### src/rtl/pipe_pkg.sv
// Shared types for the elastic pipeline stage: occupancy states, entry count
// and the depth limit of the two-entry skid configuration.
package pipe_pkg;

  localparam int PIPE_MAX_ENTRIES = 2;

  localparam logic [1:0] ST_EMPTY = 2'd0;
  localparam logic [1:0] ST_HALF  = 2'd1;
  localparam logic [1:0] ST_FULL  = 2'd2;

  typedef enum logic [1:0] {
    EMPTY = ST_EMPTY,
    HALF  = ST_HALF,
    FULL  = ST_FULL
  } pipe_state_t;

  typedef logic [1:0] pipe_count_t;

endpackage

### src/rtl/pipe_data_reg.sv
// Payload holding register with synchronous reset, synchronous clear and load
// enable; reset and clear both return it to RESET_VALUE.
module pipe_data_reg #(
  parameter int               WIDTH       = 32,
  parameter logic [WIDTH-1:0] RESET_VALUE = {WIDTH{1'b0}}
) (
  input  logic             i_clock,
  input  logic             i_reset,
  input  logic             i_enable,
  input  logic             i_clear,
  input  logic [WIDTH-1:0] i_d,
  output logic [WIDTH-1:0] o_q
);

  always_ff @(posedge i_clock) begin
    if (i_reset || i_clear) begin
      o_q <= RESET_VALUE;
    end else if (i_enable) begin
      o_q <= i_d;
    end
  end

endmodule

### src/rtl/pipe_stage_elastic.sv
// Elastic valid/ready pipeline register. Define PIPE_SKID_EN for the
// two-entry skid version with registered o_ready; otherwise single entry.
//
//   state | meaning
//   EMPTY | nothing held, o_valid low
//   HALF  | main entry holds the head payload
//   FULL  | main holds head, skid holds the next payload, o_ready low
module pipe_stage_elastic
  import pipe_pkg::*;
#(
  parameter int               WIDTH       = 32,
  parameter logic [WIDTH-1:0] RESET_VALUE = {WIDTH{1'b0}}
) (
  input  logic             i_clock,
  input  logic             i_reset,
  input  logic             i_flush,
  input  logic             i_valid,
  output logic             o_ready,
  input  logic [WIDTH-1:0] i_data,
  output logic             o_valid,
  input  logic             i_ready,
  output logic [WIDTH-1:0] o_data,
  output pipe_count_t      o_count
);

  pipe_state_t      state_q;
  pipe_state_t      state_d;
  logic             accept;
  logic             consume;
  logic             main_en;
  logic [WIDTH-1:0] main_d;
  logic [WIDTH-1:0] main_q;
`ifdef PIPE_SKID_EN
  logic             skid_en;
  logic [WIDTH-1:0] skid_q;
`endif

  assign accept  = i_valid && o_ready;
  assign consume = o_valid && i_ready;
  assign o_valid = (state_q != EMPTY);
  assign o_data  = o_valid ? main_q : RESET_VALUE;

`ifdef PIPE_SKID_EN
  // o_ready comes only from registered state, cutting the i_ready path.
  assign o_ready = (state_q != FULL);
  assign o_count = (state_q == FULL) ? pipe_count_t'(2) :
                   (state_q == HALF) ? pipe_count_t'(1) : pipe_count_t'(0);
`else
  assign o_ready = !o_valid || i_ready;
  assign o_count = {1'b0, o_valid};
`endif

  always_comb begin
    state_d = state_q;
    main_en = 1'b0;
    main_d  = i_data;
`ifdef PIPE_SKID_EN
    skid_en = 1'b0;
`endif
    case (state_q)
      EMPTY: begin
        if (accept) begin
          state_d = HALF;
          main_en = 1'b1;
        end
      end
      HALF: begin
        if (accept && consume) begin
          main_en = 1'b1;
`ifdef PIPE_SKID_EN
        end else if (accept) begin
          state_d = FULL;
          skid_en = 1'b1;
`endif
        end else if (consume) begin
          state_d = EMPTY;
        end
      end
`ifdef PIPE_SKID_EN
      FULL: begin
        if (consume) begin
          state_d = HALF;
          main_en = 1'b1;
          main_d  = skid_q;
        end
      end
`endif
      default: state_d = EMPTY;
    endcase
  end

  always_ff @(posedge i_clock) begin
    if (i_reset || i_flush) begin
      state_q <= EMPTY;
    end else begin
      state_q <= state_d;
    end
  end

  pipe_data_reg #(
    .WIDTH      (WIDTH),
    .RESET_VALUE(RESET_VALUE)
  ) u_main (
    .i_clock (i_clock),
    .i_reset (i_reset),
    .i_enable(main_en),
    .i_clear (i_flush),
    .i_d     (main_d),
    .o_q     (main_q)
  );

`ifdef PIPE_SKID_EN
  pipe_data_reg #(
    .WIDTH      (WIDTH),
    .RESET_VALUE(RESET_VALUE)
  ) u_skid (
    .i_clock (i_clock),
    .i_reset (i_reset),
    .i_enable(skid_en),
    .i_clear (i_flush),
    .i_d     (i_data),
    .o_q     (skid_q)
  );
`endif

endmodule

### config.mk
export PLATFORM = sky130hd
export DESIGN_NAME = pipe_stage_elastic
export DESIGN_NICKNAME = d
export VERILOG_FILES = /design/src/rtl/pipe_pkg.sv /design/src/rtl/pipe_data_reg.sv /design/src/rtl/pipe_stage_elastic.sv
export SDC_FILE = /design/constraint.sdc
export NUM_CORES = 1
export LEC_CHECK = 0
export CAP_MARGIN = 20
export CORE_MARGIN = 4
export CORE_UTILIZATION = 40
export CTS_CLUSTER_SIZE = 20
export DETAILED_ROUTE_END_ITERATION = 10
export PLACE_DENSITY = 0.78
export RECOVER_POWER = 25
export SYNTH_ARGS = -nofsm -noshare
export SYNTH_HDL_FRONTEND = slang
export SYNTH_SLANG_ARGS = --single-unit
### constraint.sdc
create_clock -name i_clock -period 2.8 [get_ports i_clock]
set_input_delay 0.56 -clock i_clock [delete_from_list [all_inputs] [get_ports i_clock]]
set_output_delay 0.56 -clock i_clock [all_outputs]
set_load 0.02 [all_outputs]
---- Yosys cells after proc, flatten, opt, wreduce, memory -nomap -nowiden ----
Cells that the tools add are included.
word-level totals
  flip-flop bits (word level) ............. 34
  input port bits ......................... 37
  logic and storage cells ................. 23
operators by class
  equality and inequality tests ........... 4
  multiplexer cells ....................... 8
  reduce and logical (&&, ||, !) cells .... 9
operators by type and width
  cell                count
  $mux 32             1
  $mux 2              3
  $ne 2x2->1 const B  3
  $pmux 2 s2          1
  $logic_and 1x1->1   3
  $reduce_and 3->1    1
  $eq 2x1->1 const B  1
  $logic_not 2->1     1
  $logic_or 1x1->1    2
  $mux 1              2
  $pmux 1 s2          1
  $reduce_bool 2->1   1
  $logic_not 1->1     1

---- Longest topological paths before layout ----
Gate-level depths: netlist of run 1.
  depth in word-level cells ............... 7
  mapped depth ............................ 5
  gate-level depth less buffers ........... 3

---- Hierarchy ----
A second synthesis of run 1 with hierarchy kept.
unflattened totals
  cell total of the unflattened synthesis .. 148
  area total of the unflattened synthesis .. 1445.1 um^2
modules (own cells, without submodules)
  module              times used  cells each  area an instance (um^2)  seq. area each (um^2)
  pipe_data_reg       1           105         1156.1                   640.6
  pipe_stage_elastic  1           43          289.0                    20.0

---- Worst setup path before layout of run 1 ----
OpenSTA, ideal clock, no wires.
  kind .................................... input-to-output
  start ................................... input port i_ready
  end ..................................... output port o_ready
  arrival time ............................ 1.011 ns
  required time ........................... 2.240 ns
  setup slack ............................. 1.229 ns
  stages .................................. 3
  path through ............................ nand2b_1 > buf_6 > buf_2
on the way
  word-level cells in the longest chain between the ends .. 1
RTL lines
  what                line                      source
  start: declaration  pipe_stage_elastic.sv:21  input logic i_ready,
  $logic_or 1x1->1    pipe_stage_elastic.sv:49  assign o_ready = !o_valid || i_ready;
  end: declaration    pipe_stage_elastic.sv:18  output logic o_ready,
Every way passes these cells.

---- Worst setup path in the final report of run 1 ----
  start ................................... register state_q[0]
  end ..................................... output port o_data[13]
on the way
  word-level cells in the longest chain between the ends .. 2
RTL lines
  what                      line                      source
  start: declaration        pipe_stage_elastic.sv:26  pipe_state_t state_q;
  start signal: assignment  pipe_stage_elastic.sv:96  state_q <= state_d;
  $reduce_bool 2->1         pipe_stage_elastic.sv:40  assign o_valid = (state_q != EMPTY);
  $mux 32                   pipe_stage_elastic.sv:41  assign o_data = o_valid ? main_q : RESET_VALUE;
  end: declaration          pipe_stage_elastic.sv:22  output logic [WIDTH-1:0] o_data,
Every way passes these cells.

==> impl_metrics.csv, run 1 <==
group,metric,value,unit
outcome,status,"completed",
clocking,cts-root-buf,"clkbuf_8",
hold_path,hold_depth,2,
critical_path,crit_type,"flip-flop to primary output",
clocking,cts_tree,"yes",
synth,synth_nets,227,
power,p_per_area,422,mW/mm^2
clocking,clock-sinks,33,
grt,grt_max_degree,66,
critical_path,regToRegStartpoint,"state_q[0]$_SDFFE_PP0P_",
critical_path,crit_fanout,18,
placement,numPortBuffers,71,
hold_path,hold_path.class,"flip-flop to flip-flop",
sta,final-setup-viol-count,0,
clocking,clock_path_buffers,2,
grt,use_met2,0.244,
die,die_h,71.2,um
detailed_routing,first_pass_iters,4,
grt,grt_pass1_vias,1395,
sta,rsz0062_at_grt,"false",
power,p_leak,0.813,nW
detailed_routing,drt-initial-drc-count,119,
synth,synth-xor-area-share,0,
critical_path,end_kind,"primary output",
clocking,clock_latency,0.27,ns
clocking,cts_buffers,5,
grt,busiest_layer,"met2",
die,die_w,71.2,um
synth,synthSimpleGateAreaFrac,0.338,
sta,tns,0,ns
hold_path,min_to,"u_main.o_q[25]$_SDFFE_PP0P_",
detailed_routing,via_per_inst,5.03,
die,placeableCoreArea,0.00374,mm^2
grt,grt-ovfl-total,0,
detailed_routing,wl,4050,um
grt,gr-usage-met3,0.0781,
power,total_power,0.000976,W
finish,area_growth,44.9,%
finish,layout.nets,287,
sta,fin_hold_ws,0.445,ns
job,max-cap-violations,0,
sta,layout_min_cycle_time,2.30,ns
synth,synth_top_family_by_area,"simple AND/OR/NAND/NOR gates",
placement,hpwl,2610,um
grt,grt_pass1_wl,6840,um
sta,clock_skew,0.00169,ns
sta,slew_violations,0,
clocking,post_cts_resized,0,
grt,use_met1,0.219,
critical_path,crit_required,2.24,ns
clocking,cts_hold_buf,0,
placement,dpl-instance-area,0.00228,mm^2
detailed_routing,ant_nets,0,
critical_path,arrival,1.74,ns
hold_path,hp-start,"u_main.o_q[25]$_SDFFE_PP0P_",
detailed_routing,vias,1498,
die,design.portCount,73,
synth,yosysWarnings,0,
placement,gp_congestion,0.690,
clocking,ctsHtreeMaxLevel,2,
synth,synth_seq_cells,33,
grt,antenna_found_initial,0,
die,rows,22,
synth,syn_area,0.00160,mm^2
sta,finalHoldViolCount,0,
sta,worstMarginPinSlew,1.17,ns
clocking,postCtsSetupRepairBufs,0,
die,dieArea,0.00506,mm^2
critical_path,reg2reg_depth,5,
finish,post-route-util,0.618,
grt,grtUsageTotal,0.167,
sta,max_freq,0.435,GHz
power,vdd_ir_drop_max,0.255,mV
synth,synth_fa_ha_area_frac,0,
sta,slew_headroom,0.218,
synth,ys_seq_area_frac,0.414,
clocking,cts.clk_slew.worst_paths,0.06,ns
detailed_routing,drcViolationCount,0,
synth,synth_cell_types,18,
synth,synth_cells,190,
sta,period_share,0.821,
synth,synth-compound-area-share,0.159,
finish,antenna_cells,0,
detailed_routing,routedWlPerCell,13.6,um
synth,synth.avg_cell_area,8.40,um^2
die,start_util,0.426,
finish,stdcell_area,0.00231,mm^2
critical_path,r2r-end,"u_main.o_q[7]$_SDFFE_PP0P_",
critical_path,rrSetupSlack,1.01,ns
finish,drive_gt1_frac,0.0920,
critical_path,setup.worst_path.start_class,"flip-flop",
synth,synthMuxAreaShare,0,
## state kept, by name (all words and copies together) (netlist names)
register	count
state_q	1
u_main.o_q	32
## worst max-delay path by stage
stage                            startpoint                     endpoint
detailed placement                  i_ready  u_main.o_q[19]$_SDFFE_PP0P_
finish              state_q[0]$_SDFFE_PP0P_                   o_data[13]
global route        state_q[0]$_SDFFE_PP0P_                   o_data[16]
floorplan                           i_ready                      o_ready
global placement                    i_ready  u_main.o_q[19]$_SDFFE_PP0P_
CTS                 state_q[0]$_SDFFE_PP0P_                   o_data[13]
## through the flow
stage | instances | setup WS, ns
after global placement | 291 | 0.504
after global routing | 298 | 0.346
after detailed placement | 291 | 0.446
final | 298 | 0.502
after CTS | 298 | 0.457
after floorplan | 190 | 1.23
## layout by cell type (no fill, tap or decap), types with 4 or more instances in the layout
cell type,netlist,final
o21ai_1,7,7
and2_1,32,32
clkdlybuf4s50_1,0,70
nand2_1,32,32
o21ai_0,2,15
dfxtp_1,33,33
nand4_1,32,32
buf_4,2,4
o21ai_2,23,10
clkbuf_8,0,6
## synth_stat cells (all sizes together)
cell type | number | area share
a21boi | 1 | 0.0047
and2 | 33 | 0.13
buf | 15 | 0.065
clkbuf | 8 | 0.019
conb | 1 | 0.0024
dfxtp | 33 | 0.41
inv | 1 | 0.0024
nand2 | 32 | 0.075
nand2b | 1 | 0.0039
nand4 | 32 | 0.13
nor2 | 1 | 0.0024
o21ai | 32 | 0.15
## cell type report
cell class | count | area, um^2
multi-input combinational | 133 | 756
fill | 388 | 1430
inverter | 1 | 3.75
timing repair buffer | 76 | 746
clock buffer | 7 | 86.3
tap | 48 | 60.1
sequential | 33 | 661
## layer usage
layer,wire (um),vias to the layer above
li1,-,764
met1,1850,668
met2,1850,60
met3,312,6
met4,39,0
met5,0,-
## power by group
group / switching, W / internal (W) / leakage (nW) / total, W
logic: 0.0000644 / 0.0000693 / 0.500 / 0.000134
registers: 0.00000760 / 0.000486 / 0.269 / 0.000493
clock network: 0.000154 / 0.000195 / 0.0443 / 0.000349
## critical path: stages, from the launching register on
cell and delay, ns:
dfxtp_1 0.44, buf_4 0.25, and2_1 0.17, clkdlybuf4s50_1 0.60
## logic make-up after synthesis
group | after synthesis
AOI/OAI and AO/OA | 33
buffers and inverters | 24
DFF | 33
and+or+nand+nor | 99
other | 1
(Power assumes the default switching activity.)
==> run 2: changes to the inputs <==
- CORE_UTILIZATION: 40 -> 37
- PLACE_DENSITY: 0.78 -> 0.76
- clock period: 2.8 -> 1.98 ns (I/O delays scaled with it)
==> run 2 against run 1 <==
Critical path depth fell by 1. Clock power rose by 38%. Flip-flop and latch count did not move. Sequential share of layout area rose by 0.11 points. Sequential power rose by 41%. Die area rose by 7.2%. Final cell count rose by 2.0%. Cell area fell by 0.38%. Core utilization fell by 5.4 points. Global-route usage fell by 1.1 points. Combinational power rose by 56%. First-iteration DRC count fell by 34%. Largest cell class unchanged. Largest power group unchanged.
==> impl_metrics.csv, run 2 (synthesis gave the netlist of run 1 again) <==
group,metric,value,unit
sta,fin_hold_ws,0.442,ns
finish,final_common_cell,"clkdlybuf4s50_1",
sta,clock_skew,0.00451,ns
job,max-cap-violations,0,
placement,hpwl,2750,um
finish,drive_gt1_frac,0.157,
detailed_routing,via_per_inst,4.98,
clocking,cts-root-buf,"clkbuf_8",
clocking,cts_buffers,5,
detailed_routing,drt-initial-drc-count,78,
sta,rsz0062_at_grt,"false",
die,start_util,0.390,
detailed_routing,vias,1514,
clocking,clock_path_buffers,2,
detailed_routing,routedWlPerCell,13.6,um
placement,dp_slack,-0.0122,ns
clocking,cts_tree,"yes",
finish,area_growth,44.4,%
placement,numPortBuffers,71,
detailed_routing,wl,4150,um
clocking,clock-sinks,33,
clocking,cts.clk_slew.worst_paths,0.07,ns
die,rows,23,
die,die_w,73.7,um
die,placeableCoreArea,0.00409,mm^2
finish,antenna_cells,0,
grt,grt_pass1_vias,1522,
die,dieArea,0.00543,mm^2
die,design.portCount,73,
finish,top_regs,"u_main.o_q (32), state_q (1)",
detailed_routing,drcViolationCount,0,
power,p_per_area,602,mW/mm^2
clocking,ctsHtreeMaxLevel,2,
sta,slew_violations,0,
finish,largest_reg_flops,32,
critical_path,crit_fanout,19,
detailed_routing,ant_nets,0,
clocking,clock_latency,0.28,ns
critical_path,setup.worst_path.start_class,"flip-flop",
critical_path,crit_type,"flip-flop to primary output",
sta,final-setup-viol-count,0,
hold_path,hold_path.class,"flip-flop to flip-flop",
critical_path,end_kind,"primary output",
grt,grt_max_degree,66,
grt,grt_pass1_wl,6640,um
power,vdd_ir_drop_max,0.328,mV
finish,final_cell_mix,"clkdlybuf4s50_1 (38), dfxtp_1 (33), and2_1 (32), nand2_1 (32), nand4_1 (32)",
sta,finalHoldViolCount,0,
grt,grtUsageTotal,0.156,
sta,finalWorstSetupSlack,0.139,ns
outcome,status,"completed",
power,p_leak,0.955,nW
placement,gp_congestion,0.681,
grt,grt-ovfl-total,0,
sta,layout_min_cycle_time,1.84,ns
sta,max_freq,0.543,GHz
finish,regMostFlops,"u_main.o_q",
grt,antenna_found_initial,0,
sta,period_share,0.930,
die,die_h,73.7,um
critical_path,crit_required,1.58,ns
critical_path,arrival,1.45,ns
finish,layout.nets,290,
detailed_routing,first_pass_iters,4,
-- run 2: layout make-up --
class                      instances  area [um^2]
fill                             403         1780
multi-input combinational        133          805
timing repair buffer              79          689
sequential                        33          661
clock buffer                       6         72.6
tap                               50         62.6
clock inverter                     2         10.0
inverter                           1         3.75
-- run 2: per-layer routing --
layer	GRT usage	part of all wire	vias up
met5	0	0	-
met4	0.0423	0.0096	0
met3	0.0711	0.099	6
met2	0.249	0.47	45
met1	0.189	0.42	691
li1	-	-	772
-- run 2: worst max-delay path, stage by stage, from the launching register on --
cell and delay (ns):
dfxtp_1 0.33, buf_4 0.21, clkdlybuf4s50_1 0.63
-- run 2: worst paths after layout --
check	start	to	slack, ns	cells past startpoint
max	state_q[0]$_SDFFE_PP0P_	o_count[0]	0.14	2
min reg2reg	u_main.o_q[28]$_SDFFE_PP0P_	u_main.o_q[28]$_SDFFE_PP0P_	0.44	2
max reg2reg	state_q[0]$_SDFFE_PP0P_	u_main.o_q[31]$_SDFFE_PP0P_	0.40	6
min	u_main.o_q[28]$_SDFFE_PP0P_	u_main.o_q[28]$_SDFFE_PP0P_	0.44	2
-- run 2: power breakdown --
part           internal (W)  switching [W]  leakage (nW)  total [W]
registers          0.000687     0.00000975         0.269   0.000696
logic              0.000107       0.000101         0.641   0.000209
clock network      0.000243       0.000238        0.0450   0.000481
-- run 2: timing repair --
action	CTS	global route
pin swaps	0	0
hold buffers	0	0
setup buffers	0	0
hold endpoints to repair	0	0
resized for setup	13	20
endpoints found under the setup margin	13	20
-- run 2: metrics by stage --
stage / std cells / instance area, um^2 / power (W) / util / TNS (ns)
floorplan: 190 / 1600 / 0.000817 / - / 0
finish: 304 / 2300 / 0.00139 / 0.564 / 0
global placement: 296 / 2330 / 0.000923 / 0.570 / 0
global route: 304 / 2300 / 0.00146 / 0.564 / 0
detailed placement: 296 / 2330 / 0.000926 / 0.570 / -0.0155
CTS: 304 / 2390 / 0.00141 / 0.586 / 0
==> run 3: changes to the inputs <==
- HOLD_SLACK_MARGIN: default -> 0.15
==> results of run 3 <==
Same layout as run 2: the final DEF is identical, and so are final timing and power.
